$ cat src/rtl/cntr_sched_pkg.sv
// Shared constants and types for the counter-cycle scheduler.
// Default cell count, chain mask, direction encoding and the FSM state type.
package cntr_sched_pkg;

   localparam int NCELL_DEF = 20;
   localparam int IDX_W     = $clog2(NCELL_DEF);

   localparam logic DIR_PINC = 1'b0;
   localparam logic DIR_MINC = 1'b1;

   // Only TIME1 (cell 1) carries into TIME2 (cell 0) by default.
   localparam logic [NCELL_DEF-1:0] CHAIN_DEF = NCELL_DEF'(2);

   typedef enum logic {
      ST_IDLE   = 1'b0,
      ST_ACTIVE = 1'b1
   } state_e;

endpackage

$ cat src/rtl/cntr_prio_enc.sv
// Lowest-index-first priority encoder.
// Index 0 has the highest priority.
module cntr_prio_enc #(
   parameter int N  = 20,
   parameter int IW = $clog2(N)
) (
   input  logic [N-1:0]  req,
   output logic          valid,
   output logic [IW-1:0] idx
);

   // Scan downward so that the last hit, and therefore the lowest index, wins.
   always_comb begin
      valid = 1'b0;
      idx   = '0;
      for (int i = N - 1; i >= 0; i--) begin
         if (req[i]) begin
            valid = 1'b1;
            idx   = IW'(i);
         end
      end
   end

endmodule

$ cat src/rtl/cntr_sched.sv
// Counter-cycle scheduler: latches PINC/MINC requests, grants one cell per MCT
// at each T12 rising edge and forwards overflow/underflow carries along the chain.
module cntr_sched
   import cntr_sched_pkg::*;
#(
   parameter int               NCELL = NCELL_DEF,
   parameter logic [NCELL-1:0] CHAIN = NCELL'(CHAIN_DEF),
   parameter int               IW    = $clog2(NCELL)
) (
   input  logic             SIM_CLK,
   input  logic             SIM_RST,
   input  logic             GOJAM,
   input  logic             T12,
   input  logic             CNT_INH,
   input  logic [NCELL-1:0] PINC_REQ,
   input  logic [NCELL-1:0] MINC_REQ,
   input  logic             OVF_n,
   input  logic             UNF_n,
   output logic             CNT_ACT,
   output logic [IW-1:0]    CNT_IDX,
   output logic             CNT_DIR,
   output logic             CNT_PEND,
   output logic             OVRUN
);

   state_e           state_q;
   logic             t12_q;
   logic [NCELL-1:0] p_q, m_q;
   logic             carry_q;
   logic [IW-1:0]    idx_q;
   logic             dir_q;
   logic             ovr_q;

   logic             dec;
   logic             act;
   logic             sample;
   logic             mrg_en;
   logic             mrg_ovr;
   logic             req_ovr;
   logic [IW-1:0]    tgt;
   logic [NCELL-1:0] p_mrg, m_mrg;
   logic [NCELL-1:0] p_d, m_d;
   logic             enc_vld;
   logic [IW-1:0]    enc_idx;
   logic             grant;

   assign act    = (state_q == ST_ACTIVE);
   assign dec    = T12 & ~t12_q;
   assign sample = act & ((dir_q == DIR_MINC) ? ~UNF_n : ~OVF_n);
   assign tgt    = idx_q - IW'(1);
   assign mrg_en = dec & act & (carry_q | sample) & (idx_q != '0) & CHAIN[idx_q];

   // Carry from the finishing cycle enters the pending set before arbitration.
   always_comb begin
      p_mrg   = p_q;
      m_mrg   = m_q;
      mrg_ovr = 1'b0;
      if (mrg_en) begin
         if (dir_q == DIR_PINC) begin
            if (p_q[tgt])      mrg_ovr    = 1'b1;
            else if (m_q[tgt]) m_mrg[tgt] = 1'b0;
            else               p_mrg[tgt] = 1'b1;
         end else begin
            if (m_q[tgt])      mrg_ovr    = 1'b1;
            else if (p_q[tgt]) p_mrg[tgt] = 1'b0;
            else               m_mrg[tgt] = 1'b1;
         end
      end
   end

   cntr_prio_enc #(
      .N  (NCELL),
      .IW (IW)
   ) u_enc (
      .req   (p_mrg | m_mrg),
      .valid (enc_vld),
      .idx   (enc_idx)
   );

   assign grant = dec & enc_vld & ~CNT_INH;

   // New requests are applied after the grant, so a decision-clock request waits a round.
   always_comb begin
      p_d     = p_mrg;
      m_d     = m_mrg;
      req_ovr = 1'b0;
      if (grant) begin
         if (p_mrg[enc_idx]) p_d[enc_idx] = 1'b0;
         else                m_d[enc_idx] = 1'b0;
      end
      for (int i = 0; i < NCELL; i++) begin
         if (PINC_REQ[i] & ~MINC_REQ[i]) begin
            if (p_d[i])      req_ovr = 1'b1;
            else if (m_d[i]) m_d[i]  = 1'b0;
            else             p_d[i]  = 1'b1;
         end else if (MINC_REQ[i] & ~PINC_REQ[i]) begin
            if (m_d[i])      req_ovr = 1'b1;
            else if (p_d[i]) p_d[i]  = 1'b0;
            else             m_d[i]  = 1'b1;
         end
      end
   end

   always_ff @(posedge SIM_CLK) begin
      if (!SIM_RST) begin
         state_q <= ST_IDLE;
         t12_q   <= 1'b0;
         p_q     <= '0;
         m_q     <= '0;
         carry_q <= 1'b0;
         idx_q   <= '0;
         dir_q   <= DIR_PINC;
         ovr_q   <= 1'b0;
      end else begin
         t12_q <= T12;
         if (GOJAM) begin
            state_q <= ST_IDLE;
            p_q     <= '0;
            m_q     <= '0;
            carry_q <= 1'b0;
            idx_q   <= '0;
            dir_q   <= DIR_PINC;
         end else begin
            p_q <= p_d;
            m_q <= m_d;
            if (mrg_ovr | req_ovr) ovr_q <= 1'b1;
            if (dec) begin
               carry_q <= 1'b0;
               if (grant) begin
                  state_q <= ST_ACTIVE;
                  idx_q   <= enc_idx;
                  dir_q   <= p_mrg[enc_idx] ? DIR_PINC : DIR_MINC;
               end else begin
                  state_q <= ST_IDLE;
               end
            end else begin
               carry_q <= carry_q | sample;
            end
         end
      end
   end

   assign CNT_ACT  = act;
   assign CNT_IDX  = idx_q;
   assign CNT_DIR  = dir_q;
   assign CNT_PEND = |(p_q | m_q);
   assign OVRUN    = ovr_q;

endmodule

$ cat config.mk
export PLATFORM = sky130hd
export DESIGN_NAME = cntr_sched
export DESIGN_NICKNAME = d
export VERILOG_FILES = /design/src/rtl/cntr_sched_pkg.sv /design/src/rtl/cntr_prio_enc.sv /design/src/rtl/cntr_sched.sv
export SDC_FILE = /design/constraint.sdc
export NUM_CORES = 1
export LEC_CHECK = 0
export CAP_MARGIN = 20
export CORE_ASPECT_RATIO = 1.2
export CORE_MARGIN = 2
export CORE_UTILIZATION = 30
export DETAILED_ROUTE_END_ITERATION = 16
export GPL_TIMING_DRIVEN = 0
export SYNTH_ARGS = -nofsm -noshare
export SYNTH_HDL_FRONTEND = slang
export SYNTH_SLANG_ARGS = --single-unit
$ cat constraint.sdc
create_clock -name SIM_CLK -period 9.6 [get_ports SIM_CLK]
set_input_delay 1.92 -clock SIM_CLK [delete_from_list [all_inputs] [get_ports SIM_CLK]]
set_output_delay 1.92 -clock SIM_CLK [all_outputs]
set_load 0.005 [all_outputs]
==> flow_summary.ini <==
[critical_path]
worst-path-buf-inv = 6
path_class = reg -> reg
r2r-end = OVRUN$_SDFFE_PN0P_
endpoint_kind = flip-flop
critPathLaunchType = flip-flop
rrSetupSlack_ns = 0.83
cp_slowest_cell = nor4_1
max_stage_delay_ns = 0.82
critPathLaunch = CNT_IDX[0]$_SDFFE_PN0P_
worst_ep_arrival_time_ns = 8.92
rr_worst_depth = 25
crit_fanout = 10
required_ns = 9.75
rr_startpoint = CNT_IDX[0]$_SDFFE_PN0P_
critPathTopFamily = compound AO/OA/AOI/OAI gates
endpoint = OVRUN$_SDFFE_PN0P_
critical_path_depth = 25

[cts]
cts_buffers = 5
root_buffer = clkbuf_16
clkTransAtPathRegs_ns = 0.07
cts_tree = built
cts_setup_buffers = 0
h-tree-depth = 2
clk_latency_ns = 0.31
cts_resized = 0
clock_sinks = 51
clock_path_buffers = 2
holdBufCountCts = 0

[route]
firstDrtPassIters = 7
wl_per_cell_um = 23.96
first_iter_violations = 686
vias = 7870
drc_errors = 0
antenna_left = 0
viasPerCell = 6.347
routed_wl_mm = 29.72

[pwr]
powerDensity_mw_per_mm2 = 110.1
p_leak_nw = 2.603
power_mw = 0.8150
peakVddDrop_v = 0.00005994

[synthesis]
synthDistinctLibCells = 100
seq_area_frac_synth_pct = 16.05
ys.flop_type = dfxtp_1
synth_top_family_by_area = compound AO/OA/AOI/OAI gates
synth-compound-area-share_pct = 41.21
yosys.area_share.simple_pct = 29.39
syn_area_per_cell_um2 = 7.021
synth-seq-cells = 51
muxShareOfSynthArea_pct = 5.429
yosys_warnings = 0
syn-num-nets = 957
synth-xor-area-share_pct = 0.6884
synthArstFlopShare_pct = 0
synthCells = 906
synth_edf_count = 0
netlist_area_mm2 = 0.006361
yosys.area_share.adder_pct = 0.7868

[global_route]
grt_overflow = 0
grt_max_degree = 18
grt_pass1_vias = 7381
grt_pass1_wl_mm = 44.40
track_usage_pct = 26.51
antenna_found_initial = 0

[placement]
hpwl_mm = 23.82
gp_congestion = 1.020
io_buffer_count = 55
dp_slack_ns = 0.8215

[sta]
fin_crit_sh_pct = 91.39
setup_viol_count_final = 0
finalMaxSlewViolations = 0
hold_viol_final = 0
tightest_slew_ns = 1.022
tns_ns = 0
skew_ns = 0.01187
worst_hold_slack_ns = 0.5464
period_needed_ns = 8.773
rsz0062_at_grt = no
slew_headroom_pct = 31.88
layout_setup_ws_ns = 0.8270
max_freq_mhz = 114.0

[final_layout]
n_antenna_cell = 0
areaGrowthSynthToFinish_pct = 16.38
drive_gt1_share_pct = 7.320
final_cell_mix = o21ai_0, nor2_1, a21oi_1, nand2_1, clkdlybuf4s50_1
nNetsFinal = 1020
layout_commonest_cell = o21ai_0

[floorplan]
die_h_um = 163.5
core_mm2 = 0.02090
initial_core_util_pct = 30.44
ioPinCount = 56
die_area_mm2 = 0.02239
fp.dieW_um = 136.9
rows = 58

[min_path]
hold_path_class = reg -> reg

[outcome]
status = completed

[run]
maxCapViolations = 0
## routing by layer
metal | GRT usage, % | up-vias | wire (um)
met1 | 33.15 | 3726 | 11820
met5 | 0 | - | 0
met4 | 17.01 | 0 | 2193
li1 | - | 3600 | -
met2 | 42.29 | 433 | 13270
met3 | 3.755 | 111 | 2430
## flip-flops by register name, summed over array words and instances (netlist names), named ones only
signal   cells
CNT_IDX      5
t12_q        1
OVRUN        1
p_q         20
CNT_DIR      1
carry_q      1
CNT_ACT      1
m_q         20
## tightest hold or removal path, stage by stage, from the launching register on
cell and delay [ns]:
dfxtp_1 0.34, a21oi_1 0.12, nor3b_1 0.05
## worst min path at each step
stage / start / endpoint / slack (ns) / depth (start not counted)
floorplan: carry_q$_SDFF_PP0_ / carry_q$_SDFF_PP0_ / 0.51 / 2
global placement: carry_q$_SDFF_PP0_ / carry_q$_SDFF_PP0_ / 0.54 / 2
detailed placement: carry_q$_SDFF_PP0_ / carry_q$_SDFF_PP0_ / 0.54 / 2
CTS: carry_q$_SDFF_PP0_ / carry_q$_SDFF_PP0_ / 0.55 / 2
global route: CNT_ACT$_SDFFE_PN0P_ / CNT_ACT$_SDFFE_PN0P_ / 0.62 / 2
finish: carry_q$_SDFF_PP0_ / carry_q$_SDFF_PP0_ / 0.55 / 2
## synth_stat cells, types with 9 or more instances
cell type	instances	share of area, %
buf_2	13	1.0
nand2_1	57	3.4
dfxtp_1	51	16
o211ai_1	9	1.1
nor4_1	15	1.5
a31oi_1	20	2.0
nor3_1	22	1.7
nor2b_1	16	1.6
o2111ai_1	9	1.2
inv_1	37	2.2
nor2_1	101	6.0
mux2i_1	30	4.7
nand3_1	38	3.0
a211oi_1	9	1.1
nand2b_1	24	2.4
nand4_1	20	2.0
o21a_1	9	1.1
clkbuf_1	17	1.0
o21ai_0	102	8.0
a2bb2oi_1	12	1.7
a21oi_1	73	5.7
o21bai_1	15	1.8
## where the power goes
part	internal, mW	switching (mW)
Clock	0.0983	0.0932
Combinational	0.136	0.250
Sequential	0.220	0.0173
## through the flow
step	cells	util, %	area, um2
after global routing	1240	35.42	7403
after floorplan	906	-	6361
final	1240	35.42	7403
after detailed placement	1232	34.71	7254
after global placement	1231	34.69	7249
after CTS	1240	35.42	7403
## cell families (layout without fill, tap and decap cells)
| kind of cell | after synthesis | after routing |
|---|---|---|
| mux | 32 | 32 |
| buf+inv | 85 | 149 |
| xor+xnor | 2 | 2 |
| fa+ha+maj | 4 | 4 |
| flops | 51 | 51 |
| compound gates | 372 | 372 |
| simple gates | 360 | 360 |
## layout make-up
type,instances,area [um2]
Buffer,47,267.8
Clock buffer,5,125.1
Clock inverter,3,23.77
Fill cell,2248,13500
Inverter,38,142.6
Multi-Input combinational cell,770,4930
Sequential cell,51,1021
Tap cell,270,337.8
Timing Repair Buffer,56,555.5
No activity file was read; power rests on OpenSTA's default activity.
